**src/rtl/wb_stage_if.sv**
```systemverilog
`default_nettype none
// ============================================================================
//  Module      : wb_stage_if
//  Description : MEM->WB pipeline bus and register-file write port.
//                Forwarding signals exist only when WB_FORWARD_EN is defined.
//  Revision    : 1.0  initial release
// ============================================================================
interface wb_stage_if #(
    parameter int DATA_LENGTH     = 32,
    parameter int REG_ADDR_LENGTH = 5
);
    logic                       inValid;
    logic                       inReady;
    logic                       stall;
    logic                       flush;
    logic [DATA_LENGTH-1:0]     pcIn;
    logic [DATA_LENGTH-1:0]     aluIn;
    logic [DATA_LENGTH-1:0]     memIn;
    logic [REG_ADDR_LENGTH-1:0] rdIn;
    logic                       wenIn;
    logic [1:0]                 WBSel;
    logic [2:0]                 funct3;
    logic                       RegWEn;
    logic [REG_ADDR_LENGTH-1:0] addrD;
    logic [DATA_LENGTH-1:0]     dataD;
    logic [63:0]                instret;
`ifdef WB_FORWARD_EN
    logic [REG_ADDR_LENGTH-1:0] rs1Addr;
    logic [REG_ADDR_LENGTH-1:0] rs2Addr;
    logic                       fwdA;
    logic                       fwdB;
    logic [DATA_LENGTH-1:0]     fwdData;
`endif

    modport master (
        output inValid, stall, flush, pcIn, aluIn, memIn, rdIn, wenIn, WBSel, funct3,
`ifdef WB_FORWARD_EN
        output rs1Addr, rs2Addr,
        input  fwdA, fwdB, fwdData,
`endif
        input  inReady, RegWEn, addrD, dataD, instret
    );

    modport slave (
        input  inValid, stall, flush, pcIn, aluIn, memIn, rdIn, wenIn, WBSel, funct3,
`ifdef WB_FORWARD_EN
        input  rs1Addr, rs2Addr,
        output fwdA, fwdB, fwdData,
`endif
        output inReady, RegWEn, addrD, dataD, instret
    );
endinterface
`default_nettype wire

```
**src/rtl/wb_stage.sv**
```systemverilog
`default_nettype none
// ============================================================================
//  Module      : wb_stage
//  Description : Writeback stage: one pipeline register, load extraction,
//                writeback mux and retired-instruction counter.
//                Optional macro WB_FORWARD_EN adds WB->EX forwarding outputs.
//  Revision    : 1.0  initial release
// ============================================================================
module wb_stage #(
    parameter int DATA_LENGTH     = 32,
    parameter int REG_ADDR_LENGTH = 5
) (
    input  wire logic clk,
    input  wire logic rst_n,
    wb_stage_if.slave bus
);
    localparam logic [1:0] c_WB_MEM = 2'b00;
    localparam logic [1:0] c_WB_PC4 = 2'b10;

    localparam logic [2:0] c_F3_LB  = 3'b000;
    localparam logic [2:0] c_F3_LH  = 3'b001;
    localparam logic [2:0] c_F3_LBU = 3'b100;
    localparam logic [2:0] c_F3_LHU = 3'b101;

    logic                       r_valid;
    logic [DATA_LENGTH-1:0]     r_pc;
    logic [DATA_LENGTH-1:0]     r_alu;
    logic [DATA_LENGTH-1:0]     r_mem;
    logic [REG_ADDR_LENGTH-1:0] r_rd;
    logic                       r_wen;
    logic [1:0]                 r_wbSel;
    logic [2:0]                 r_funct3;
    logic [63:0]                r_instret;

    logic                       w_regWEn;
    logic [7:0]                 w_byte;
    logic [15:0]                w_half;
    logic [DATA_LENGTH-1:0]     w_loadData;
    logic [DATA_LENGTH-1:0]     w_dataD;

    // Flush wins over stall and capture; fields are only loaded with a real instruction.
    always_ff @(posedge clk or negedge rst_n) begin
        if (!rst_n) begin
            r_valid   <= 1'b0;
            r_pc      <= '0;
            r_alu     <= '0;
            r_mem     <= '0;
            r_rd      <= '0;
            r_wen     <= 1'b0;
            r_wbSel   <= 2'b00;
            r_funct3  <= 3'b000;
            r_instret <= 64'd0;
        end else begin
            if (r_valid && !bus.stall) begin
                r_instret <= r_instret + 64'd1;
            end
            if (bus.flush) begin
                r_valid <= 1'b0;
            end else if (!bus.stall) begin
                r_valid <= bus.inValid;
                if (bus.inValid) begin
                    r_pc     <= bus.pcIn;
                    r_alu    <= bus.aluIn;
                    r_mem    <= bus.memIn;
                    r_rd     <= bus.rdIn;
                    r_wen    <= bus.wenIn;
                    r_wbSel  <= bus.WBSel;
                    r_funct3 <= bus.funct3;
                end
            end
        end
    end

    always_comb begin
        w_byte = r_mem[7:0];
        case (r_alu[1:0])
            2'd0:    w_byte = r_mem[7:0];
            2'd1:    w_byte = r_mem[15:8];
            2'd2:    w_byte = r_mem[23:16];
            default: w_byte = r_mem[31:24];
        endcase
    end

    assign w_half = r_alu[1] ? r_mem[31:16] : r_mem[15:0];

    // Reserved size codes fall through to a full-word load.
    always_comb begin
        w_loadData = r_mem;
        case (r_funct3)
            c_F3_LB:  w_loadData = {{(DATA_LENGTH-8){w_byte[7]}}, w_byte};
            c_F3_LH:  w_loadData = {{(DATA_LENGTH-16){w_half[15]}}, w_half};
            c_F3_LBU: w_loadData = {{(DATA_LENGTH-8){1'b0}}, w_byte};
            c_F3_LHU: w_loadData = {{(DATA_LENGTH-16){1'b0}}, w_half};
            default:  w_loadData = r_mem;
        endcase
    end

    always_comb begin
        w_dataD = r_alu;
        case (r_wbSel)
            c_WB_MEM: w_dataD = w_loadData;
            c_WB_PC4: w_dataD = r_pc + DATA_LENGTH'(4);
            default:  w_dataD = r_alu;
        endcase
    end

    // x0 is hardwired zero, so a write to it is never issued.
    assign w_regWEn    = r_valid && r_wen && (r_rd != '0) && !bus.stall;

    assign bus.inReady = !bus.stall;
    assign bus.RegWEn  = w_regWEn;
    assign bus.addrD   = r_rd;
    assign bus.dataD   = w_dataD;
    assign bus.instret = r_instret;

`ifdef WB_FORWARD_EN
    assign bus.fwdA    = w_regWEn && (bus.rs1Addr == r_rd);
    assign bus.fwdB    = w_regWEn && (bus.rs2Addr == r_rd);
    assign bus.fwdData = w_dataD;
`endif
endmodule
`default_nettype wire

```
**src/flat_wrapper.sv**
```systemverilog
// flat-port wrapper written by rule: the top's interface ports become plain ports
module wb_stage_flat 
#(
    parameter int DATA_LENGTH     = 32,
    parameter int REG_ADDR_LENGTH = 5
)
  (clk, rst_n, bus_inValid, bus_stall, bus_flush, bus_pcIn, bus_aluIn, bus_memIn, bus_rdIn, bus_wenIn, bus_WBSel, bus_funct3, bus_inReady, bus_RegWEn, bus_addrD, bus_dataD, bus_instret);
  wb_stage_if #(.DATA_LENGTH(DATA_LENGTH), .REG_ADDR_LENGTH(REG_ADDR_LENGTH)) bus_i ();
  input  wire logic clk;
  input  wire logic rst_n;
  input wire logic [$bits(bus_i.inValid)-1:0] bus_inValid;
  input wire logic [$bits(bus_i.stall)-1:0] bus_stall;
  input wire logic [$bits(bus_i.flush)-1:0] bus_flush;
  input wire logic [$bits(bus_i.pcIn)-1:0] bus_pcIn;
  input wire logic [$bits(bus_i.aluIn)-1:0] bus_aluIn;
  input wire logic [$bits(bus_i.memIn)-1:0] bus_memIn;
  input wire logic [$bits(bus_i.rdIn)-1:0] bus_rdIn;
  input wire logic [$bits(bus_i.wenIn)-1:0] bus_wenIn;
  input wire logic [$bits(bus_i.WBSel)-1:0] bus_WBSel;
  input wire logic [$bits(bus_i.funct3)-1:0] bus_funct3;
  output wire logic [$bits(bus_i.inReady)-1:0] bus_inReady;
  output wire logic [$bits(bus_i.RegWEn)-1:0] bus_RegWEn;
  output wire logic [$bits(bus_i.addrD)-1:0] bus_addrD;
  output wire logic [$bits(bus_i.dataD)-1:0] bus_dataD;
  output wire logic [$bits(bus_i.instret)-1:0] bus_instret;
  assign bus_i.inValid = bus_inValid;
  assign bus_i.stall = bus_stall;
  assign bus_i.flush = bus_flush;
  assign bus_i.pcIn = bus_pcIn;
  assign bus_i.aluIn = bus_aluIn;
  assign bus_i.memIn = bus_memIn;
  assign bus_i.rdIn = bus_rdIn;
  assign bus_i.wenIn = bus_wenIn;
  assign bus_i.WBSel = bus_WBSel;
  assign bus_i.funct3 = bus_funct3;
  assign bus_inReady = bus_i.inReady;
  assign bus_RegWEn = bus_i.RegWEn;
  assign bus_addrD = bus_i.addrD;
  assign bus_dataD = bus_i.dataD;
  assign bus_instret = bus_i.instret;
  wb_stage #(.DATA_LENGTH(DATA_LENGTH), .REG_ADDR_LENGTH(REG_ADDR_LENGTH)) u_core (.clk(clk), .rst_n(rst_n), .bus(bus_i));
endmodule
```
**config.mk**
```make
export PLATFORM = sky130hd
export DESIGN_NAME = wb_stage_flat
export DESIGN_NICKNAME = d
export VERILOG_FILES = /design/src/rtl/wb_stage_if.sv /design/src/rtl/wb_stage.sv /design/src/flat_wrapper.sv
export SDC_FILE = /design/constraint.sdc
export NUM_CORES = 1
export LEC_CHECK = 0
export BUFFER_PORTS_ARGS = -buffer_cell sky130_fd_sc_hd__buf_4
export CAP_MARGIN = 25
export CORE_UTILIZATION = 38
export CTS_BUF_LIST = sky130_fd_sc_hd__clkbuf_2 sky130_fd_sc_hd__clkbuf_4 sky130_fd_sc_hd__clkbuf_8
export DETAILED_ROUTE_END_ITERATION = 8
export SLEW_MARGIN = 20
export SYNTH_ARGS = -nofsm -noshare
export SYNTH_HDL_FRONTEND = slang
export SYNTH_SLANG_ARGS = --single-unit
```
**constraint.sdc**
```tcl
create_clock -name clk -period 4.3 [get_ports clk]
set_input_delay 0.86 -clock clk [delete_from_list [all_inputs] [get_ports clk]]
set_output_delay 0.86 -clock clk [all_outputs]
set_load 0.005 [all_outputs]
```
; ---- Word-level counts from Yosys, hierarchy flattened
; Cells that the tools add are included.
[op_classes]
bitwise_logic = 2
n_eq_ne = 7
n_reduce_logical = 10
n_addsub = 2
n_mux = 6
[ops]
columns = operator, n
row1 = $pmux 32 s4, 1
row2 = $add 64x1->64 const B, 1
row3 = $pmux 32 s2, 1
row4 = $add 32x3->32 const B, 1
row5 = $pmux 8 s3, 1
row6 = $mux 16, 1
row7 = $eq 3x3->1 const B, 2
row8 = $reduce_bool 5->1, 1
row9 = $eq 2x2->1 const B, 2
row10 = $logic_and 1x1->1, 4
row11 = $logic_not 2->1, 2
row12 = $eq 3x1->1 const B, 1
row13 = $logic_not 3->1, 1
row14 = $reduce_and 3->1, 1
row15 = $eq 2x1->1 const B, 1
row16 = $mux 1, 2
row17 = $ne 2x1->1 const B, 1
row18 = $not 1->1, 2
row19 = $logic_not 1->1, 1
[word_totals]
elab_cells = 36
in_bits = 112
reg_bits = 172

; ---- Longest topological paths before layout
[depth]
ltp_word = 4
ltp_mapped = 8
depth_no_buf = 6

; ---- Worst setup path after synthesis
; Ideal clock, no wire load.
[synth_path]
path_type = register to output
startpoint = register u_core.r_pc[2]
endpoint = output bus_dataD[16]
stages_incl_launch_ff = 7
path_buffers = 0
t_arrival_ns = 1.715
setup_slack_ns = 1.725
path_cell_list = dfrtp_1 ha_1 inv_1 nor4_4 nand3_1 xnor2_1 a221o_1
[synth_via]
elab_chain_cells = 2
[synth_rtl]
columns = item, line
row1 = start: declaration, wb_stage.sv:26  ; logic [DATA_LENGTH-1:0] r_pc;
row2 = start signal: assignment, wb_stage.sv:62  ; r_pc <= bus.pcIn;
row3 = $add 32x3->32, wb_stage.sv:102  ; c_WB_PC4: w_dataD = r_pc + DATA_LENGTH'(4);
row4 = $pmux 32 s2, wb_stage.sv:100  ; case (r_wbSel)
row5 = end: declaration, flat_wrapper.sv:24  ; output wire logic [$bits(bus_i.dataD)-1:0] bus_dataD;
; Every way passes these cells.

; ---- Worst setup path in the final report
[layout_path]
startpoint = register u_core.r_alu[1]
endpoint = output bus_dataD[20]
[layout_via]
elab_chain_cells = 4
word_cells_on_any_way = 7
classes_between = eq/ne: 2 / mux: 4 / reduce/logical: 1
[layout_rtl]
columns = item, line
row1 = start: declaration, wb_stage.sv:27  ; logic [DATA_LENGTH-1:0] r_alu;
row2 = start signal: assignment, wb_stage.sv:63  ; r_alu <= bus.aluIn;
row3 = $eq 2x2->1 (tied with other cells), wb_stage.sv:76  ; case (r_alu[1:0])
row4 = $pmux 8 s3, wb_stage.sv:76
row5 = $pmux 32 s4 *, wb_stage.sv:89  ; case (r_funct3)
row6 = $pmux 32 s2 *, wb_stage.sv:100
; Every way passes the cells marked *; elsewhere a longest branch is shown, timed or not.

==> results.toml <==
[run_status]
status = "finished clean"

[finish]
drive_above_1_share_pct = 36.6
antenna-diode-count = 0
fillers = 2005
multi_input_area_um2 = 4130
syn_to_final_growth_pct = 25.6
regArea_um2 = 4300
fin_nets = 1095

[drt]
viasPerCell = 5.31
num_vias = 6764
drc_errors = 0
wire_per_inst_um = 18.7
dr.pass1.iters = 5
wirelength_um = 23900
drtAntennaViolNets = 0
drt_iter0_markers = 391

[floorplanning]
start_util_pct = 39.3
dieWidth_um = 153
num_rows = 54
die_area_um2 = 23400
ios = 215
core_um2 = 22100
die_y_um = 153

[setup_path]
required_ps = 3440
cp-start-kind = "register"
r2r_cells = 5
crit_type = "reg -> out"
reg2reg_to = "u_core.bus.instret[44]"
arrival_ps = 3140
crit_fanout = 24
r2r_slack_ps = 1890
end_kind = "primary output"
r2r-start = "u_core.r_valid"

[yosys]
ys_seq_elements = 172
syn-num-nets = 900
yosysUniqueCellTypes = 53
yosysSeqAreaShare_pct = 49.6
syn_area_um2 = 8680
synth-simple-area-share_pct = 14.7
synth_edf_count = 0
synth_xor_area_share_pct = 8.98
yosysTopAreaCell = "dfrtp_1"
synthMuxAreaShare_pct = 14.3
synth_top_area_share_pct = 49.6
synth.area.top_cells = "dfrtp_1 50%, mux2_2 13%, xnor2_1 5.8%"
synth_most_common_cell = "dfrtp_1"
synth_common_cells = "172 x dfrtp_1, 102 x mux2_2, 57 x xnor2_1"
synth_top_family_by_area = "simple AND/OR/NAND/NOR gates"
ys_warn_count = 0
avgSynthCellArea_um2 = 11.0
synthAdderAreaFrac_pct = 0.288
ys.flop_type = "dfrtp_1"
synth_compound_area_share_pct = 9.23
synth_cells = 786
async_reset_ff_share_pct = 100

[sta]
worst_pin_slew_ps = 945
fin_crit_sh_pct = 93.0
slew_viol_final = 0
min_period_ps = 4000
finalSetupViolations = 0
slew_headroom_pct = 37.0
finalHoldViolCount = 0
tns_ps = 0
rsz0062_at_grt = "false"
whs_ps = 482
fin_skew_ps = 19.7
max_freq_mhz = 250

[grt]
grt_pass1_wl_um = 37800
track_usage_pct = 20.8
overflow = 0
grt_max_degree = 117
antenna_found_initial = 1
grt_pass1_vias = 6823

[place]
portBuffers = 214
routabilityCongestion = 0.872
hpwl_um = 17200

[cts]
clk_pin_slew_worst_paths_ps = 110
cts_buffer_depth = 2
postCtsSetupBuffers = 0
numCtsBuffers = 17
ctsResizeCount = 0
cts.sinks = 172
htree_num_levels = 4
cts_root_buffer = "clkbuf_8"
clock_latency_ps = 460
hold_buffers = 0
cts_tree = "yes"

[power_and_ir_drop]
p_leak_nw = 4.86
ir_worst_vdd_mv = 0.220
cellPowerDensity_nw_per_um2 = 395

[flow_run]
cap_viol_max_count = 0

[min_path]
hp-class = "in -> async"
-- registers in the layout, indices dropped and copies added, names as in the netlist --
register	flops
u_core.r_mem	32
u_core.r_wbSel	2
u_core.r_wen	1
u_core.r_valid	1
u_core.r_alu	32
u_core.bus.instret	64
u_core.r_pc	32
u_core.r_funct3	3
u_core.bus.addrD	5
-- area by class of cell --
cell class,count,area share (%)
multi-input combinational,555,37.9
clock inverter,15,1.37
clock buffer,17,2.15
inverter,15,0.517
sequential,172,39.5
tap,280,3.21
timing repair buffer,220,15.4
-- critical path: stages (launching register included) --
cell and delay (ps):
dfrtp_1 890, mux2i_1 190, a21oi_1 170, nand4_1 550, and2_1 460, o221ai_1 250
buf_4 170
-- routing by layer --
metal | GRT usage (%) | vias up | wire length [µm]
li1 | - | 3235 | -
met1 | 26.7 | 3296 | 10400
met2 | 32.7 | 204 | 11200
met3 | 6.86 | 27 | 1810
met4 | 7.17 | 2 | 463
met5 | 0 | - | 14
-- cells by family (layout without fill, tap and decap cells) --
| group | Yosys count | in the layout |
|---|---|---|
| xor gates and xnor gates | 89 | 89 |
| buffers and inverters | 59 | 267 |
| muxes | 110 | 110 |
| adders and majority gates | 2 | 2 |
| DFF | 172 | 172 |
| and+or+nand+nor | 238 | 238 |
| AOI/OAI and AO/OA | 116 | 116 |
-- report_power, final --
part / internal, W / switching, W
combinational: 0.000602 / 0.000499
sequential: 0.00182 / 0.000264
clock: 0.000432 / 0.000685
total: 0.00286 / 0.00145
-- worst max path at each step --
| stage | cells past startpoint | startpoint | to | slack [ps] |
|---|---|---|---|---|
| CTS | 6 | u_core.r_alu[1] | bus_dataD[20] | 280 |
| floorplan | 6 | u_core.r_pc[2] | bus_dataD[16] | 1720 |
| detailed placement | 6 | u_core.r_alu[1] | bus_dataD[20] | 810 |
| global placement | 6 | u_core.r_alu[1] | bus_dataD[21] | 800 |
| finish | 6 | u_core.r_alu[1] | bus_dataD[20] | 300 |
| global route | 6 | u_core.r_alu[1] | bus_dataD[21] | 10 |
-- layout by cell type, fill, tap and decap left out, types with 9 or more instances in the layout --
cell | Yosys | routed
nand2_1 | 56 | 56
and4_1 | 10 | 10
a32oi_1 | 13 | 13
nor2_1 | 43 | 43
mux2_2 | 102 | 102
o21ai_0 | 25 | 25
nand4_1 | 33 | 33
buf_4 | 3 | 217
xnor2_1 | 57 | 57
clkbuf_8 | 0 | 17
and3_1 | 19 | 19
inv_1 | 15 | 15
nand3_1 | 39 | 39
nor3_1 | 9 | 9
a21oi_1 | 21 | 21
dfrtp_1 | 172 | 172
xor2_1 | 32 | 32
o21a_1 | 10 | 10
-- stage by stage --
step / cell area, µm² / worst slack, ps / utilization, % / cells / total power, W
6_report: 10900 / 300 / 49.3 / 1274 / 0.00430
5_1_grt: 10900 / 14.6 / 49.3 / 1274 / 0.00455
4_1_cts: 10900 / 279 / 49.3 / 1274 / 0.00435
3_5_place_dp: 10500 / 806 / 47.6 / 1242 / 0.00322
3_3_place_gp: 10500 / 797 / 47.6 / 1242 / 0.00321
2_1_floorplan: 8680 / 1720 / - / 786 / 0.00266
Power figures use the tool's default switching activity.
